<file path="src/rtl/imem_loader_if.sv">
// ---------------------------------------------------------------------------
// imem_loader_if
//
// Bundles the two buses handled by imem_loader:
//   * upstream word stream : s_valid, s_ready, s_addr, s_instr, s_last
//   * core Imem write port : Up, Down, Imem_write_instr, Imem_write_en, start
//
// Modports:
//   master - the loader: consumes the stream and drives the Imem write port.
//   slave  - the environment: the word source plus the core being programmed.
//
// Parameter AW must match the AW of the imem_loader instance it connects to.
// ---------------------------------------------------------------------------
interface imem_loader_if #(
    parameter int AW = 6
);
    logic          s_valid;
    logic          s_ready;
    logic [AW-1:0] s_addr;
    logic [31:0]   s_instr;
    logic          s_last;

    logic          Up;
    logic          Down;
    logic [31:0]   Imem_write_instr;
    logic          Imem_write_en;
    logic          start;

    modport master (
        input  s_valid,
        input  s_addr,
        input  s_instr,
        input  s_last,
        output s_ready,
        output Up,
        output Down,
        output Imem_write_instr,
        output Imem_write_en,
        output start
    );

    modport slave (
        output s_valid,
        output s_addr,
        output s_instr,
        output s_last,
        input  s_ready,
        input  Up,
        input  Down,
        input  Imem_write_instr,
        input  Imem_write_en,
        input  start
    );
endinterface

</file>
<file path="src/rtl/imem_loader.sv">
// ---------------------------------------------------------------------------
// imem_loader
//
// Programs the instruction memory of the single-cycle RISC-V core through its
// manual write port. Each accepted (address, instruction) word is written by
// stepping the core write pointer to the target one word per clock, waiting
// SETTLE quiet cycles, and pulsing Imem_write_en for one cycle. After the word
// flagged s_last the pointer is walked back to 0 and start is raised to let
// the core run.
//
// Ports:
//   clk    - clock, rising edge
//   reset  - synchronous, active-high; the core must be reset in the same
//            cycle so that its pointer returns to 0 together with ptr
//   bus    - imem_loader_if.master (upstream stream + core Imem write port)
//   busy   - high in every state except IDLE and RUN
//   ptr    - loader's copy of the core write pointer
//
// Parameters:
//   DEPTH  - Imem size in 32-bit words, power of two, >= 4
//   AW     - word address width, $clog2(DEPTH)
//   SETTLE - quiet cycles (Up=Down=0) before each write and before start,
//            1..15
//
// Optional feature macro: IMEM_LOADER_SHORTEST_PATH_EN
//   defined   - pointer moves in the wrap-aware shorter direction
//               (ties go Up)
//   undefined - direction by plain unsigned compare, never wraps
// ---------------------------------------------------------------------------
module imem_loader #(
    parameter int DEPTH  = 64,
    parameter int AW     = $clog2(DEPTH),
    parameter int SETTLE = 1
) (
    input  logic          clk,
    input  logic          reset,
    imem_loader_if.master bus,
    output logic          busy,
    output logic [AW-1:0] ptr
);

    typedef enum logic [2:0] {
        S_IDLE,
        S_STEP,
        S_SETTLE,
        S_WRITE,
        S_HOME,
        S_HSETTLE,
        S_RUN
    } state_t;

    // Settle counter counts down to 0, so it is loaded with SETTLE-1.
    localparam logic [3:0] SETTLE_M1 = 4'(SETTLE - 1);

    state_t        state_reg;
    logic [AW-1:0] ptr_reg;
    logic [AW-1:0] target_reg;
    logic [31:0]   instr_reg;
    logic          last_reg;
    logic          dir_up_reg;
    logic [3:0]    cnt_reg;
    logic          up_reg;
    logic          down_reg;
    logic          wen_reg;
    logic          start_reg;

    logic          s_ready_int;
    logic          accept;
    logic          dir_to_addr;
    logic          dir_to_home;
    logic [AW-1:0] step_ptr;

    // Direction choice: 1 = Up, 0 = Down. Only evaluated when target != cur.
    function automatic logic pick_up(input logic [AW-1:0] target,
                                     input logic [AW-1:0] cur);
`ifdef IMEM_LOADER_SHORTEST_PATH_EN
        logic [AW-1:0] fwd;
        // Natural AW-bit wrap gives the forward distance modulo DEPTH.
        fwd = target - cur;
        return ({1'b0, fwd} <= (AW+1)'(DEPTH / 2));
`else
        return (target > cur);
`endif
    endfunction

    // s_ready is gated by reset so upstream never sees a handshake while the
    // loader (and the core) are being reset.
    assign s_ready_int = ((state_reg == S_IDLE) || (state_reg == S_RUN)) && !reset;
    assign accept      = bus.s_valid && s_ready_int;

    assign dir_to_addr = pick_up(bus.s_addr, ptr_reg);
    assign dir_to_home = pick_up('0, ptr_reg);

    // Pointer value after the step being issued in the current cycle.
    assign step_ptr = dir_up_reg ? (ptr_reg + AW'(1)) : (ptr_reg - AW'(1));

    always_ff @(posedge clk) begin
        if (reset) begin
            state_reg  <= S_IDLE;
            ptr_reg    <= '0;
            target_reg <= '0;
            instr_reg  <= '0;
            last_reg   <= 1'b0;
            dir_up_reg <= 1'b0;
            cnt_reg    <= '0;
            up_reg     <= 1'b0;
            down_reg   <= 1'b0;
            wen_reg    <= 1'b0;
            start_reg  <= 1'b0;
        end else begin
            // Mirror the core: its pointer moves on every edge that sees
            // Up or Down high.
            if (up_reg) begin
                ptr_reg <= ptr_reg + AW'(1);
            end else if (down_reg) begin
                ptr_reg <= ptr_reg - AW'(1);
            end

            case (state_reg)
                S_IDLE, S_RUN: begin
                    if (accept) begin
                        start_reg  <= 1'b0;
                        target_reg <= bus.s_addr;
                        instr_reg  <= bus.s_instr;
                        last_reg   <= bus.s_last;
                        if (bus.s_addr != ptr_reg) begin
                            state_reg  <= S_STEP;
                            dir_up_reg <= dir_to_addr;
                            up_reg     <= dir_to_addr;
                            down_reg   <= !dir_to_addr;
                        end else begin
                            state_reg <= S_SETTLE;
                            cnt_reg   <= SETTLE_M1;
                        end
                    end
                end

                S_STEP, S_HOME: begin
                    // Drop the step strobe once the step issued this cycle
                    // lands on the target.
                    if (step_ptr == target_reg) begin
                        up_reg    <= 1'b0;
                        down_reg  <= 1'b0;
                        cnt_reg   <= SETTLE_M1;
                        state_reg <= (state_reg == S_STEP) ? S_SETTLE : S_HSETTLE;
                    end
                end

                S_SETTLE: begin
                    if (cnt_reg == 4'd0) begin
                        wen_reg   <= 1'b1;
                        state_reg <= S_WRITE;
                    end else begin
                        cnt_reg <= cnt_reg - 4'd1;
                    end
                end

                S_WRITE: begin
                    wen_reg <= 1'b0;
                    if (last_reg) begin
                        target_reg <= '0;
                        if (ptr_reg != '0) begin
                            state_reg  <= S_HOME;
                            dir_up_reg <= dir_to_home;
                            up_reg     <= dir_to_home;
                            down_reg   <= !dir_to_home;
                        end else begin
                            state_reg <= S_HSETTLE;
                            cnt_reg   <= SETTLE_M1;
                        end
                    end else begin
                        state_reg <= S_IDLE;
                    end
                end

                S_HSETTLE: begin
                    if (cnt_reg == 4'd0) begin
                        start_reg <= 1'b1;
                        state_reg <= S_RUN;
                    end else begin
                        cnt_reg <= cnt_reg - 4'd1;
                    end
                end

                default: begin
                    state_reg <= S_IDLE;
                    up_reg    <= 1'b0;
                    down_reg  <= 1'b0;
                    wen_reg   <= 1'b0;
                    start_reg <= 1'b0;
                end
            endcase
        end
    end

    assign bus.s_ready          = s_ready_int;
    assign bus.Up               = up_reg;
    assign bus.Down             = down_reg;
    assign bus.Imem_write_instr = instr_reg;
    assign bus.Imem_write_en    = wen_reg;
    assign bus.start            = start_reg;

    assign busy = (state_reg != S_IDLE) && (state_reg != S_RUN);
    assign ptr  = ptr_reg;

endmodule

</file>
<file path="src/flat_wrapper.sv">
// flat-port wrapper written by rule: the top's interface ports become plain ports
module imem_loader_flat 
#(
    parameter int DEPTH  = 64,
    parameter int AW     = $clog2(DEPTH),
    parameter int SETTLE = 1
)
  (clk, reset, busy, ptr, bus_s_valid, bus_s_addr, bus_s_instr, bus_s_last, bus_s_ready, bus_Up, bus_Down, bus_Imem_write_instr, bus_Imem_write_en, bus_start);
  imem_loader_if #(.AW(AW)) bus_i ();
  input  logic clk;
  input  logic reset;
  output logic busy;
  output logic [AW-1:0] ptr;
  input wire logic [$bits(bus_i.s_valid)-1:0] bus_s_valid;
  input wire logic [$bits(bus_i.s_addr)-1:0] bus_s_addr;
  input wire logic [$bits(bus_i.s_instr)-1:0] bus_s_instr;
  input wire logic [$bits(bus_i.s_last)-1:0] bus_s_last;
  output wire logic [$bits(bus_i.s_ready)-1:0] bus_s_ready;
  output wire logic [$bits(bus_i.Up)-1:0] bus_Up;
  output wire logic [$bits(bus_i.Down)-1:0] bus_Down;
  output wire logic [$bits(bus_i.Imem_write_instr)-1:0] bus_Imem_write_instr;
  output wire logic [$bits(bus_i.Imem_write_en)-1:0] bus_Imem_write_en;
  output wire logic [$bits(bus_i.start)-1:0] bus_start;
  assign bus_i.s_valid = bus_s_valid;
  assign bus_i.s_addr = bus_s_addr;
  assign bus_i.s_instr = bus_s_instr;
  assign bus_i.s_last = bus_s_last;
  assign bus_s_ready = bus_i.s_ready;
  assign bus_Up = bus_i.Up;
  assign bus_Down = bus_i.Down;
  assign bus_Imem_write_instr = bus_i.Imem_write_instr;
  assign bus_Imem_write_en = bus_i.Imem_write_en;
  assign bus_start = bus_i.start;
  imem_loader #(.DEPTH(DEPTH), .AW(AW), .SETTLE(SETTLE)) u_core (.clk(clk), .reset(reset), .bus(bus_i), .busy(busy), .ptr(ptr));
endmodule
</file>
<file path="config.mk">
export PLATFORM = sky130hd
export DESIGN_NAME = imem_loader_flat
export DESIGN_NICKNAME = d
export VERILOG_FILES = /design/src/rtl/imem_loader_if.sv /design/src/rtl/imem_loader.sv /design/src/flat_wrapper.sv
export SDC_FILE = /design/constraint.sdc
export NUM_CORES = 1
export LEC_CHECK = 0
export BUFFER_PORTS_ARGS = -buffer_cell sky130_fd_sc_hd__buf_2
export CAP_MARGIN = 20
export CORE_ASPECT_RATIO = 0.5
export CORE_MARGIN = 1.5
export CORE_UTILIZATION = 35
export CTS_BUF_LIST = sky130_fd_sc_hd__clkbuf_4 sky130_fd_sc_hd__clkbuf_8
export DETAILED_ROUTE_END_ITERATION = 12
export GPL_TIMING_DRIVEN = 0
export PLACE_DENSITY = 0.63
export SKIP_CTS_REPAIR_TIMING = 1
export SYNTH_ARGS = -nofsm -noshare
export SYNTH_HDL_FRONTEND = slang
export SYNTH_SLANG_ARGS = --single-unit
</file>
<file path="constraint.sdc">
create_clock -name clk -period 3.7 [get_ports clk]
set_input_delay 0.74 -clock clk [delete_from_list [all_inputs] [get_ports clk]]
set_output_delay 0.74 -clock clk [all_outputs]
set_load 0.03 [all_outputs]
</file>
# Word level (Yosys, flattened, before mapping)
# Index checks and enable logic that the tools add are counted.
[word_totals]
regBits = 57
inputBits = 42
out_inout_bits = 44
word_cells = 103
[op_classes]
add_sub_neg = 3
magnitude_cmp = 2
eq_ne = 19
n_mux = 38
bitwise_logic = 3
reduce_logical = 27
[op_table]
columns = ["operator", "count"]
rows = [
  ["2-to-1 mux 6 bit", 5],
  ["2-to-1 mux 4 bit", 6],
  ["2-to-1 mux 3 bit", 6],
  ["one-hot mux 4 bit (4 select lines)", 1],
  ["one-hot mux 3 bit (5 select lines)", 1],
  ["inequality test 2 x 1 -> 1 bit (second input constant)", 7],
  ["2-to-1 mux 1 bit", 12],
  ["one-hot mux 6 bit (2 select lines)", 1],
  ["equality test 3 bit (second input constant)", 3],
  ["one-hot mux 1 bit (4 select lines)", 2],
  ["AND reduction 7 bit", 1],
  ["adder 6 x 1 -> 6 bit (second input constant)", 1],
  ["equality test 3 x 2 -> 1 bit (second input constant)", 2],
  ["equality test 6 bit", 1],
  ["greater-than comparator 1 x 6 -> 1 bit (first input constant)", 1],
  ["greater-than comparator 6 bit", 1],
  ["inequality test 2 bit (second input constant)", 3],
  ["inequality test 6 bit", 1],
  ["AND reduction 3 bit", 2],
  ["AND reduction 6 bit", 1],
  ["nonzero test 6 bit", 1],
  ["OR reduction 2 bit", 3],
  ["subtractor 6 x 1 -> 6 bit (second input constant)", 1],
  ["AND reduction 5 bit", 1],
  ["19 further kinds", 28],
]

# Depth between registers and ports, before layout
# Gate-level depths: netlist of the first run.
[logic_depth]
depth_word = 6
depth_mapped = 9
mapped_depth_nobuf = 8

# Least setup slack after synthesis of the first run
# OpenSTA, ideal clock, no wires.
[synth_path]
kind = "reg2reg"
from = "reg u_core.ptr_reg[0], in the netlist u_core.ptr[0]"
to = "reg u_core.down_reg, in the netlist u_core.bus.Down"
setup_time_ps = 123
t_arrival_ps = 2589
required_time_ps = 3577
path_slack_ps = 988
path_stages_with_launch = 9
path_buffers = 0
synth_period_minus_slack_ps = 2712
cell_sequence = "dfxtp_1 -> inv_1 -> ha_1 -> or4b_2 -> nand3_1 -> nor4b_4 -> a41oi_2 -> nand4b_1 -> mux2_1"
[synth_via]
elab_chain_cells = 5
elab_cells_between_ends = 19
classes_between = "add/sub (2); order compare (2); eq/ne (5); mux (6); reduce/logical (4)"
[synth_rtl]
columns = ["item", "line_no", "source"]
rows = [
  ["from (decl)", "imem_loader.sv:56", "logic [AW-1:0] ptr_reg;"],
  ["from (signal assigned)", "imem_loader.sv:114", "ptr_reg <= ptr_reg + AW'(1);"],
  ["from (signal assigned)", "imem_loader.sv:116", "ptr_reg <= ptr_reg - AW'(1);"],
  ["subtractor 6 x 1 -> 6 bit, or another cell as far along", "imem_loader.sv:95", "assign step_ptr = dir_up_reg ? (ptr_reg + AW'(1)) : (ptr_reg - AW'(1));"],
  ["2-to-1 mux 6 bit, or another cell as far along", "imem_loader.sv:95", ""],
  ["equality test 6 bit, or another cell as far along", "imem_loader.sv:141", "if (step_ptr == target_reg) begin"],
  ["inequality test 2 x 1 -> 1 bit (no source line), or another cell as far along", "n/a", ""],
  ["AND reduction 6 bit (no source line) / one-hot mux 1 bit (4 select lines) (equally long branches)", "n/a", ""],
  ["to (signal assigned)", "imem_loader.sv:130", "down_reg <= !dir_to_addr;"],
  ["to (signal assigned)", "imem_loader.sv:166", "down_reg <= !dir_to_home;"],
  ["to (decl)", "imem_loader.sv:63", "logic down_reg;"],
]
# Several ways; a longest one is shown, not always the timed one. The select of a mux whose other input is x is not followed.
# A chain may end at the register's enable or synchronous reset.

# Worst setup path in the final report of the first run
# Ends and elaborated chain as after synthesis.

==> results.yml, run 1 <==
setup_path:
  rr_worst_depth: 8
  critPathSlowestCell: "or4b_2"
  r2r-end: "u_core.bus.Down"
  critPathLaunchType: "flip-flop"
  regToRegSetupSlack_ps: 650
  cp-end-kind: "flip-flop"
  arrival_ps: 3280
  worst_ep_required_time_ps: 3930
  path_max_fanout: 8
  crit_type: "flip-flop to flip-flop"
  slowest_delay_ps: 640
  path_cells: "inv_1, ha_1, or4b_2, nand3_1, nor4b_4, a41oi_2, nand4b_1, mux2_1"
  r2r_start: "u_core.ptr[0]"
global_routing:
  grt_pass1_wl_um: 12300
  grt_pass1_vias: 2580
  antenna_found_initial: 0
  grt_usage_pct: 18.6
  overflow: 0
  grt_max_degree: 11
synthesis:
  synth_top_cell_area_share_pct: 40.0
  async_flop_share_pct: 0
  synth_xor_area_share_pct: 4.61
  syn-cell-area_um2: 2850
  ys_ff_latch: 57
  synth_compound_area_share_pct: 20.7
  ys_types: 52
  synth_warnings: 0
  syn_nets: 419
  synth_adder_area_share_pct: 3.95
  synth_top_area_cell: "dfxtp_1"
  syn_inst: 368
  synth_seq_area_share_pct: 40.0
  synth_area_leaders: "dfxtp_1 (40%), nand2_1 (11%), o21ai_0 (6.8%)"
  ys.flop_type: "dfxtp_1"
  synth-simple-area-share_pct: 24.3
  synth.area.mux_share_pct: 1.10
  syn_area_per_cell_um2: 7.75
  synth-edff-count: 0
  synth_top_family_by_area: "simple AND/OR/NAND/NOR gates"
die:
  io_pins: 86
  die_x_um: 131
  core_um2: 7940
  fp.dieArea_um2: 8730
  die_height_um: 66.8
  start_util_pct: 35.9
  rows: 23
cells_and_area:
  n_antenna_cell: 0
  multi_input_area_um2: 1560
  area_delta_synth_final_pct: 26.5
  register_area_um2: 1140
  fillCellCount: 849
  drive_gt1_share_pct: 23.6
  largest_reg_flops: 32
  final_nets: 514
timing:
  period_needed_ps: 3050
  rsz0062_at_grt: "no"
  period_share_pct: 82.4
  fin_hold_ws_ps: 446
  max_freq_mhz: 328
  worstMarginPinSlew_ps: 835
  hold_viol_final: 0
  final-setup-viol-count: 0
  fin_skew_ps: 11.2
  tns_ps: 0
  relSlewSlack_pct: 44.2
  slew_viol_final: 0
placement:
  hpwl_um: 5470
  io_buffers: 84
  place_congestion: 0.871
cts:
  cts_root_buffer: "clkbuf_8"
  clock-sinks: 57
  cts_buffers: 9
  clk_latency_ps: 350
  clockBufferDepth: 2
  cts.clk_slew.worst_paths_ps: 70
  htree_levels: 3
  cts_tree: "built"
min_path:
  worstHoldStart: "u_core.bus.Imem_write_instr[17]"
  hold_path_depth: 2
  worstHoldEndpoint: "u_core.bus.Imem_write_instr[17]"
  hold_path_class: "flip-flop to flip-flop"
power_and_ir_drop:
  vdd_drop_max_mv: 0.226
  pwr-share-clk_pct: 28.1
  sequentialPowerShare_pct: 36.1
  p_sw_uw: 780
  cellLeakagePower_nw: 1.52
  power.density_nw_per_um2: 573
  p_int_mw: 1.29
  swShare_pct: 37.8
  p_comb_share_pct: 35.7
detailed_routing:
  wl_um: 7460
  wl_per_cell_um: 12.9
  num_vias: 2839
  post_drt_via_cell_ratio: 4.90
  first_pass_iters: 4
  drtIter0Drc: 173
  ant_nets: 0
  drc_errors: 0
outcome:
  status: "completed"
run:
  maxCapViolCount: 0
-- area by class of cell --
cell class,count,share of cell area (%)
Sequential cell,57,31.7
Inverter,14,1.46
Tap cell,112,3.89
Clock inverter,5,1.56
Timing Repair Buffer,84,11.7
Multi-Input combinational cell,273,43.2
Clock buffer,10,3.82
Buffer,24,2.78
-- routing by layer --
layer  track usage, %  vias to the layer above  share of wire [%]
li1                 -                     1459                  -
met4             8.93                        0                2.1
met2             27.4                       83                 43
met5                0                        -                  0
met3             6.59                       15                6.8
met1             24.2                     1282                 48
-- worst max-delay path by stage --
stage	from	end	slack, ps	cells past startpoint
after floorplan	u_core.ptr[0]	u_core.bus.Down	990	8
after global placement	u_core.ptr[0]	u_core.bus.Down	670	8
after detailed placement	u_core.ptr[0]	u_core.bus.Down	670	8
after CTS	u_core.ptr[0]	u_core.bus.Down	650	8
after global routing	u_core.ptr[0]	u_core.bus.Down	480	8
final	u_core.ptr[0]	u_core.bus.Down	650	8
-- kinds of logic after synthesis --
group                      count (synthesis)
xor gates and xnor gates                  15
AOI/OAI and AO/OA                         98
muxes                                      3
buffers and inverters                     38
and+or+nand+nor                          148
DFF                                       57
adders and majority gates                  9
-- power groups by stage --
stage                     Sequential (mW)  Combinational (mW)  Clock (mW)
after floorplan                     0.867               0.436           0
after global placement              0.759               0.733           0
after detailed placement            0.759               0.733           0
after CTS                           0.747               0.737       0.595
after global routing                0.758               0.812       0.626
final                               0.746               0.738       0.581
-- stage by stage --
step	util, %	instance area, um^2	total power [mW]	setup slack [ps]	std cells
2_1_floorplan	-	2850	1.30	988	368
3_5_place_dp	42.9	3410	1.49	674	564
4_1_cts	45.4	3600	2.08	652	579
6_report	45.4	3600	2.07	652	579
5_1_grt	45.4	3600	2.20	481	579
3_3_place_gp	42.9	3410	1.49	672	564
-- critical path: cells and delay by family (launching register included) --
| kind | cells | cell delay [ps] |
|---|---|---|
| adder cells (fa/ha/maj) | 1 | 310 |
| multiplexers | 1 | 380 |
| buffers and inverters | 1 | 160 |
| AND/OR/NAND/NOR | 4 | 1420 |
| flip-flops | 1 | 410 |
| AO/OA/AOI/OAI | 1 | 260 |
-- cells in the mapped netlist (2+ instances only) --
library cell	count
o21ai_0	39
o21ai_1	9
xor2_1	5
nor2b_1	6
a21oi_1	19
nand3_1	10
clkinv_1	2
a22oi_1	3
clkbuf_1	21
dfxtp_1	57
nor2_1	19
nand2_1	87
nor4_1	2
o21a_1	2
xnor2_1	10
o211a_1	2
a31oi_1	4
o31ai_1	2
nor3_1	2
inv_1	12
or3_1	2
nand4_1	7
ha_1	9
mux2i_1	2
a21o_1	2
a211oi_1	3
buf_2	2
o22ai_1	4
-- cell usage in the layout, fill, tap and decap left out, drive strengths merged, types with 2 or more instances in the layout --
cell type and n:
inv 12, nor2b 6, a211oi 3, nand4 7, xor2 5, a22oi 3
a31oi 4, a21oi 19, nor2 19, clkbuf 31, or3 2, clkinv 5
a21o 2, buf 87, nand3 10, or4 2, nor3 3, mux2i 2
o31ai 2, o21a 2, o22ai 4, ha 9, xnor2 10, dfxtp 57
nand2 87, o211a 2, o21ai 48, nor4 2
(Power assumes the default switching activity.)
==> inputs of run 2 (changes only) <==
Settings changed: PLACE_DENSITY 0.63 to 0.65.
Clock period 3.7 ns to 2.5 ns, I/O delays scaled along.
==> run 2 against run 1 <==
Net effect: count of clock-buffer cells in the layout is 2 higher; sequential power is 49% higher; largest power group is now combinational cells; worst hold slack got worse by 95 ps; first-iteration DRC count down 12%; critical endpoint unchanged.
==> results.yml, run 2 (synthesis results as in run 1) <==
cells_and_area:
  area_delta_synth_final_pct: 33.2
  final_nets: 525
  final_design_area_no_fill_um2: 3800
  drive_gt1_share_pct: 30.1
  final_cell_mix: "nand2_1 (87), buf_2 (85), dfxtp_1 (52)"
  stdcell_count: 591
  largest_reg_flops: 32
  final_common_cell: "nand2_1"
  n_antenna_cell: 0
placement:
  hpwl_um: 5380
  place_congestion: 0.902
  io_buffers: 84
  placedCellCount: 564
  dpl-instance-area_um2: 3430
cts:
  cts_tree: "built"
  cts.clk_slew.worst_paths_ps: 70
  clock-sinks: 57
  clockBufferDepth: 2
  cts_root_buffer: "clkbuf_8"
  clk_latency_ps: 340
  cts_buffers: 9
  htree_levels: 3
detailed_routing:
  first_pass_iters: 4
  drc_errors: 0
  wl_um: 7500
  drtIter0Drc: 152
  ant_nets: 0
  wl_per_cell_um: 12.7
  num_vias: 2866
  post_drt_via_cell_ratio: 4.85
timing:
  rsz0062_at_grt: "no"
  slew_viol_final: 0
  period_needed_ps: 2430
  fin_skew_ps: 5.51
  fin_hold_ws_ps: 351
  period_share_pct: 97.4
  final-setup-viol-count: 0
  worstMarginPinSlew_ps: 898
  max_freq_mhz: 411
  relSlewSlack_pct: 40.0
  hold_viol_final: 0
power_and_ir_drop:
  power.density_nw_per_um2: 853
  vdd_drop_max_mv: 0.300
  cellLeakagePower_nw: 1.61
die:
  die_height_um: 66.8
  start_util_pct: 35.9
  io_pins: 86
  rows: 23
  core_um2: 7940
  die_x_um: 131
  fp.dieArea_um2: 8730
setup_path:
  r2r-end: "u_core.bus.Down"
  arrival_ps: 2660
  cp-endpoint: "u_core.bus.Down"
  rr_worst_depth: 7
  regToRegSetupSlack_ps: 70
  path_max_fanout: 7
  cp-end-kind: "flip-flop"
  critPathLaunchType: "flip-flop"
  r2r_start: "u_core.dir_up_reg"
  crit_type: "flip-flop to flip-flop"
  timing.critical_path.from: "u_core.dir_up_reg"
  worst_ep_required_time_ps: 2730
global_routing:
  antenna_found_initial: 0
  grt_pass1_vias: 2485
  grt_usage_pct: 17.8
  grt_pass1_wl_um: 11800
  overflow: 0
  grt_max_degree: 11
run:
  maxCapViolCount: 0
min_path:
  hold_path_class: "primary input to flip-flop"
outcome:
  status: "completed"
-- run 2: worst min path at each step --
| stage | startpoint | end | cells after the start |
|---|---|---|---|
| 3_3_place_gp | u_core.bus.Imem_write_instr[14] | u_core.bus.Imem_write_instr[14] | 2 |
| 5_1_grt | bus_s_instr[14] | u_core.bus.Imem_write_instr[14] | 3 |
| 4_1_cts | bus_s_instr[1] | u_core.bus.Imem_write_instr[1] | 3 |
| 3_5_place_dp | u_core.bus.Imem_write_instr[17] | u_core.bus.Imem_write_instr[17] | 2 |
| 6_report | bus_s_instr[5] | u_core.bus.Imem_write_instr[5] | 3 |
| 2_1_floorplan | u_core.target_reg[2] | u_core.target_reg[2] | 2 |
-- run 2: metrics by stage --
stage	utilization [%]	TNS (ps)	setup WS (ps)	power [mW]
after floorplan	-	0	2.74	1.95
after global routing	47.8	0	18.1	3.45
after global placement	43.1	-5720	-216	2.22
final	47.8	0	66.2	3.24
after CTS	45.8	-5590	-246	3.16
after detailed placement	43.1	-5100	-233	2.22
-- run 2: routing by layer --
metal,GRT usage (%),up-vias,wire length [um]
met5,0,-,0
met4,6.32,0,68
met3,6.35,5,353
met2,26.7,62,3380
met1,23.6,1311,3700
li1,-,1488,-
-- run 2: area by class of cell --
type                            instances  area, um^2
Inverter                               14        55.1
Clock inverter                          4        50.0
Multi-Input combinational cell        273        1620
Buffer                                 22         101
Tap cell                              112         140
Timing Repair Buffer                   97         518
Clock buffer                           12         165
Sequential cell                        57        1150
Fill cell                             822        4150
-- run 2: worst max-delay path, stage by stage, from the launching register on --
cell and delay, ps:
dfxtp_1 310, buf_6 130, or4_4 520, and3_4 200, nor4b_4 300, a41oi_4 190
nand4b_1 320, mux2_4 360
-- run 2: power breakdown --
| group | switching, mW | internal, mW | total (mW) | leakage, nW |
|---|---|---|---|---|
| combinational | 0.724 | 0.487 | 1.21 | 1.04 |
| sequential | 0.0843 | 1.03 | 1.11 | 0.470 |
| clock | 0.377 | 0.540 | 0.917 | 0.105 |
